<file path="config.mk">
export PLATFORM = sky130hd
export DESIGN_NAME = alu_step_sequencer
export DESIGN_NICKNAME = d
export VERILOG_FILES = /design/src/rtl/alu_step_sequencer.sv
export SDC_FILE = /design/constraint.sdc
export NUM_CORES = 1
export LEC_CHECK = 0
export ABC_AREA = 1
export CAP_MARGIN = 5
export CORE_MARGIN = 8
export CORE_UTILIZATION = 36
export CTS_BUF_LIST = sky130_fd_sc_hd__clkbuf_4
export DETAILED_ROUTE_END_ITERATION = 10
export GPL_ROUTABILITY_DRIVEN = 0
export PLACE_DENSITY_LB_ADDON = 0.1
export SETUP_SLACK_MARGIN = 0.1
export SYNTH_ARGS = -nofsm -noshare
export SYNTH_HDL_FRONTEND = slang
export SYNTH_SLANG_ARGS = --single-unit
export TNS_END_PERCENT = 30
</file>
<file path="constraint.sdc">
create_clock -name Clock -period 1.4 [get_ports Clock]
set_input_delay 0.28 -clock Clock [delete_from_list [all_inputs] [get_ports Clock]]
set_output_delay 0.28 -clock Clock [all_outputs]
set_load 0.02 [all_outputs]
</file>
<file path="src/rtl/alu_step_sequencer.sv">
`default_nettype none
// ============================================================================
// Module   : alu_step_sequencer
// Brief    : T0-T5 control-step generator for three-register ALU instructions.
// Revision : 1.0
// ============================================================================
module alu_step_sequencer #(
  parameter int                  OP_WIDTH    = 5,
  parameter int                  REG_FIELD   = 4,
  parameter logic [OP_WIDTH-1:0] OP_MIN      = 5'b00011,
  parameter logic [OP_WIDTH-1:0] OP_MAX      = 5'b01010,
  parameter int                  MEM_TIMEOUT = 15,
  parameter int                  COUNT_WIDTH = 16
) (
  input  logic                        Clock,
  input  logic                        Clear,
  input  logic                        Start,
  input  logic                        Run,
  input  logic [31:0]                 IR,
  input  logic                        Mem_Ready,
  output logic                        PC_Out,
  output logic                        MAR_In,
  output logic                        IncPC,
  output logic                        Z_In,
  output logic                        ZLO_Out,
  output logic                        PC_In,
  output logic                        Read,
  output logic                        MDR_In,
  output logic                        MDR_Out,
  output logic                        IR_In,
  output logic                        Y_In,
  output logic [(2**REG_FIELD)-1:0]   R_Out,
  output logic [(2**REG_FIELD)-1:0]   R_In,
  output logic [OP_WIDTH-1:0]         ALU_Ctrl,
  output logic                        Busy,
  output logic                        Done,
  output logic                        Illegal,
  output logic                        Bus_Error,
  output logic [COUNT_WIDTH-1:0]      Instr_Count
);

  localparam int c_NUM_REGS = 2**REG_FIELD;
  localparam int c_WAIT_W   = $clog2(MEM_TIMEOUT + 1);
  localparam int c_LOW_BITS = 32 - OP_WIDTH - 3*REG_FIELD;
  localparam logic [c_WAIT_W-1:0]   c_WAIT_LAST = c_WAIT_W'(MEM_TIMEOUT - 1);
  localparam logic [c_NUM_REGS-1:0] c_ONE       = {{(c_NUM_REGS-1){1'b0}}, 1'b1};

  typedef enum logic [2:0] {
    S_IDLE = 3'd0,
    S_T0   = 3'd1,
    S_T1   = 3'd2,
    S_T2   = 3'd3,
    S_T3   = 3'd4,
    S_T4   = 3'd5,
    S_T5   = 3'd6
  } state_t;

  state_t                 r_state;
  state_t                 w_next;
  logic [c_WAIT_W-1:0]    r_wait;
  logic [COUNT_WIDTH-1:0] r_count;

  logic [OP_WIDTH-1:0]    w_op;
  logic [REG_FIELD-1:0]   w_ra;
  logic [REG_FIELD-1:0]   w_rb;
  logic [REG_FIELD-1:0]   w_rc;
  logic                   w_legal;
  logic                   w_wait_last;

  assign w_op  = IR[31 -: OP_WIDTH];
  assign w_ra  = IR[31-OP_WIDTH -: REG_FIELD];
  assign w_rb  = IR[31-OP_WIDTH-REG_FIELD -: REG_FIELD];
  assign w_rc  = IR[31-OP_WIDTH-2*REG_FIELD -: REG_FIELD];
  assign w_legal     = (w_op >= OP_MIN) && (w_op <= OP_MAX);
  // r_wait holds (T1 cycle number - 1), so this marks the MEM_TIMEOUT-th T1 cycle
  assign w_wait_last = (r_wait == c_WAIT_LAST);

  generate
    if (c_LOW_BITS > 0) begin : g_unused_ir
      logic w_unused_ir_bits;
      assign w_unused_ir_bits = ^IR[c_LOW_BITS-1:0];
    end
  endgenerate

  always_ff @(posedge Clock or posedge Clear) begin
    if (Clear) begin
      r_state <= S_IDLE;
    end else begin
      r_state <= w_next;
    end
  end

  always_ff @(posedge Clock or posedge Clear) begin
    if (Clear) begin
      r_wait  <= '0;
      r_count <= '0;
    end else begin
      if (r_state != S_T1) begin
        r_wait <= '0;
      end else if (!Mem_Ready && !w_wait_last) begin
        r_wait <= r_wait + 1'b1;
      end
      if (Done) begin
        r_count <= r_count + 1'b1;
      end
    end
  end

  assign Instr_Count = r_count;
  assign Busy        = (r_state != S_IDLE);

  always_comb begin
    w_next    = r_state;
    PC_Out    = 1'b0;
    MAR_In    = 1'b0;
    IncPC     = 1'b0;
    Z_In      = 1'b0;
    ZLO_Out   = 1'b0;
    PC_In     = 1'b0;
    Read      = 1'b0;
    MDR_In    = 1'b0;
    MDR_Out   = 1'b0;
    IR_In     = 1'b0;
    Y_In      = 1'b0;
    R_Out     = '0;
    R_In      = '0;
    ALU_Ctrl  = '0;
    Done      = 1'b0;
    Illegal   = 1'b0;
    Bus_Error = 1'b0;
    case (r_state)
      S_IDLE: begin
        if (Start) w_next = S_T0;
      end
      S_T0: begin
        PC_Out = 1'b1;
        MAR_In = 1'b1;
        IncPC  = 1'b1;
        Z_In   = 1'b1;
        w_next = S_T1;
      end
      S_T1: begin
        ZLO_Out = 1'b1;
        PC_In   = 1'b1;
        Read    = 1'b1;
        MDR_In  = Mem_Ready;
        // Ready on the last allowed cycle still wins over the timeout
        if (Mem_Ready) begin
          w_next = S_T2;
        end else if (w_wait_last) begin
          Bus_Error = 1'b1;
          w_next    = S_IDLE;
        end
      end
      S_T2: begin
        MDR_Out = 1'b1;
        IR_In   = 1'b1;
        w_next  = S_T3;
      end
      S_T3: begin
        if (w_legal) begin
          R_Out  = c_ONE << w_rb;
          Y_In   = 1'b1;
          w_next = S_T4;
        end else begin
          Illegal = 1'b1;
          w_next  = S_IDLE;
        end
      end
      S_T4: begin
        R_Out    = c_ONE << w_rc;
        ALU_Ctrl = w_op;
        Z_In     = 1'b1;
        w_next   = S_T5;
      end
      S_T5: begin
        ZLO_Out = 1'b1;
        R_In    = c_ONE << w_ra;
        Done    = 1'b1;
        w_next  = Run ? S_T0 : S_IDLE;
      end
      default: begin
        w_next = S_IDLE;
      end
    endcase
  end

endmodule
`default_nettype wire

</file>
==> results_dict.tcl <==
set metrics [dict create \
    clk_pin_slew_worst_paths_ns 0.14 \
    grt_pass1_vias 2249 \
    violations "setup timing" \
    initial_core_util_pct 36.38 \
    p_per_area_mw_per_mm2 975.6 \
    drtIter0Drc 61 \
    syn_to_final_growth_pct 80.65 \
    fp-row-count 26 \
    synthFlopType "dfrtp_1" \
    worstSkewPairLatency_ns 0.32 \
    post-route-min-period_ns 1.927 \
    finClkSkew_ns 0.01361 \
    slowest_stage "clkdlybuf4s50_1" \
    r2r-start "r_state[1]" \
    cp-start-kind "input port" \
    ys_seq_area_share_pct 31.79 \
    grt_pass1_wl_mm 9.763 \
    wl_mm 5.901 \
    vias_per_cell 4.755 \
    worstPathBufferInverterCount 4 \
    ys_types 26 \
    wl_met1_mm 2.404 \
    cts_buffers 3 \
    slew-limit-headroom_pct 80.07 \
    placed_area_mm2 0.003274 \
    vias 2216 \
    finalSetupViolCount 52 \
    nets 437 \
    grt_use_total_pct 15.66 \
    fmax_ghz 0.5189 \
    cap_violations 0 \
    met3_length_um 443 \
    dp_hpwl_mm 4.847 \
    required_ns 1.12 \
    grt_max_degree 24 \
    cp.depth 8 \
    synthesis.nets 302 \
    p_leak_nw 1.556 \
    die-area_mm2 0.007554 \
    synthArstFlopShare_pct 100.0 \
    worst_pin_slew_ns 0.2989 \
    cp.arrival_ns 1.65 \
    fp.dieW_um 86.92 \
    drc 0 \
    final.setup.worst_slack_ns -0.5270 \
    cp_max_fo 16 \
    final_area_mm2 0.003271 \
    synth_area_leaders "dfrtp_1, nand2_1, nor2_1" \
    crit_family "buffers and inverters" \
    avgSynthCellArea_um2 6.910 \
    rsz0062_at_grt "true" \
    rrSetupSlack_ns 0.04 \
    antenna_found_initial 0 \
    synth_common_cells "nand2_1, nor2_1, inv_1, dfrtp_1" \
    endpoint_kind "primary output" \
    wl_met2_mm 2.991 \
    slowest_delay_ns 0.48 \
    period_share_pct 137.6 \
    synth.cell_area_mm2 0.001810 \
    die_h_um 86.92 \
    drt.antenna.violating_nets 0 \
    cts_sinks 23 \
    final_layout_size_suffix_gt1_share_pct 46.21 \
    ff2ff_path_depth 7 \
    cts_htree_levels 1 \
    grt_overflow 0 \
    worst_hold_path_type "in2async" \
    synth_top_area_cell "dfrtp_1" \
    io-pin-count 105 \
    tritoncts "yes" \
    drv_slew 0 \
    r2r-end "Instr_Count[11]" \
    core_mm2 0.004977 \
    cts_buffer_depth 2 \
    vdd_drop_max_v 0.0005130 \
    worstSetupPathType "in2out" \
    routed.top_layer "met4" \
    tns_ns -18.56 \
    postSynthCellCount 262 \
    yosysWarnings 0 \
    place.port_buffers 89 \
    root_buffer "clkbuf_4" \
    finalHoldViolations 0 \
    synth_edf_count 0 \
    synth.most_common_cell "nand2_1" \
    wl_per_cell_um 12.66 \
    ys_ff_latch 23 \
    whs_ns 0.2742 \
    status "complete, but fails checks" \
    crit_path_cell_trace "clkdlybuf4s50_1, inv_1, nand3_1, nand3_2, nor2_4, inv_8, o21ai_1, buf_4" \
    dr.pass1.iters 4 \
    synth_top_area_share_pct 31.79 \
    insertedDiodeCount 0 \
]
-- area by class of cell --
class	count	area, µm²
fillers	483	1707
multi-input cells	193	1290
repair buffers	140	1140
flip-flops and latches	23	578.1
inverters	36	145.1
well taps	70	87.58
clock buffers	3	22.52
clock inverters	1	7.507
-- layout by cell type (no fill, tap or decap), types with 2 or more instances in the layout --
| cell | count |
|---|---|
| buf_4 | 85 |
| o21ai_1 | 6 |
| nand4_1 | 20 |
| nor3_1 | 10 |
| clkbuf_4 | 3 |
| nor2_4 | 15 |
| inv_1 | 27 |
| nand3_1 | 16 |
| buf_2 | 16 |
| buf_6 | 16 |
| o21ai_4 | 10 |
| nand3_4 | 2 |
| nor2_2 | 7 |
| o21ai_2 | 3 |
| inv_2 | 7 |
| dfrtp_1 | 21 |
| ha_1 | 2 |
| xnor2_1 | 9 |
| dfrtp_2 | 2 |
| nor2_1 | 24 |
| nand3_2 | 3 |
| xor2_1 | 6 |
| nand2_2 | 4 |
| o21ai_0 | 2 |
| clkdlybuf4s50_1 | 21 |
| nand2_1 | 45 |
-- cell families (layout without fill, tap and decap cells) --
group | Yosys count | count (layout) | synth area share (%)
xor gates and xnor gates | 15 | 15 | 7.257
DFF | 23 | 23 | 31.79
and+or+nand+nor | 151 | 151 | 39.19
AOI/OAI and AO/OA | 24 | 24 | 8.915
buffers and inverters | 46 | 180 | 10.78
adders and majority gates | 3 | 3 | 2.073
-- sequential cells by signal (all words and copies together) (netlist names) --
name         count
r_wait           4
r_state          3
Instr_Count     16
-- how the worst max path moves through the flow --
| stage | end | start |
|---|---|---|
| after global placement | R_Out[0] | IR[27] |
| after detailed placement | R_Out[7] | IR[27] |
| after CTS | R_Out[12] | r_state[1] |
| final | R_Out[12] | IR[30] |
| after global routing | R_Out[1] | IR[27] |
| after floorplan | R_Out[12] | r_state[0] |
-- stage by stage --
stage / power [W] / setup slack [ns] / std cells / util [%]
after floorplan: 0.001906 / -0.2011 / 262 / -
after global placement: 0.002826 / -0.9702 / 461 / 65.79
after detailed placement: 0.002842 / -1.027 / 461 / 65.79
after CTS: 0.003129 / -0.5274 / 465 / 65.23
after global routing: 0.003415 / -0.6315 / 466 / 65.71
final: 0.003191 / -0.5270 / 466 / 65.71
-- report_power, final --
group / leakage (nW) / switching, W / internal, W / total (W)
sequential: 0.310 / 0.000131 / 0.000770 / 0.000901
combinational: 1.23 / 0.00108 / 0.000885 / 0.00197
clock: 0.0139 / 0.000215 / 0.000109 / 0.000324
total: 1.56 / 0.00143 / 0.00176 / 0.00319
-- repair_timing --
item                                   4_1_cts  5_1_grt
pin swaps                                    8       10
setup buffers                                0        1
hold buffers                                 0        0
endpoints found under the hold margin        0        0
gates resized for setup                    349       26
setup endpoints to repair                   83       78
-- routing by layer --
layer  global-route usage [%]  up-vias
li1                         -     1131
met1                    16.96     1007
met2                    28.87       74
met3                    3.774        4
met4                    5.164        0
met5                        0        -
-- worst register-to-register path, delay by kind of cell (launching register included) --
family                    cells  cell delay (ns)
xor gates and xnor gates      1             0.14
DFF                           1             0.45
and+or+nand+nor               3             0.36
buffers and inverters         3             0.34
Note: power is estimated with default switching activity, not from simulation.
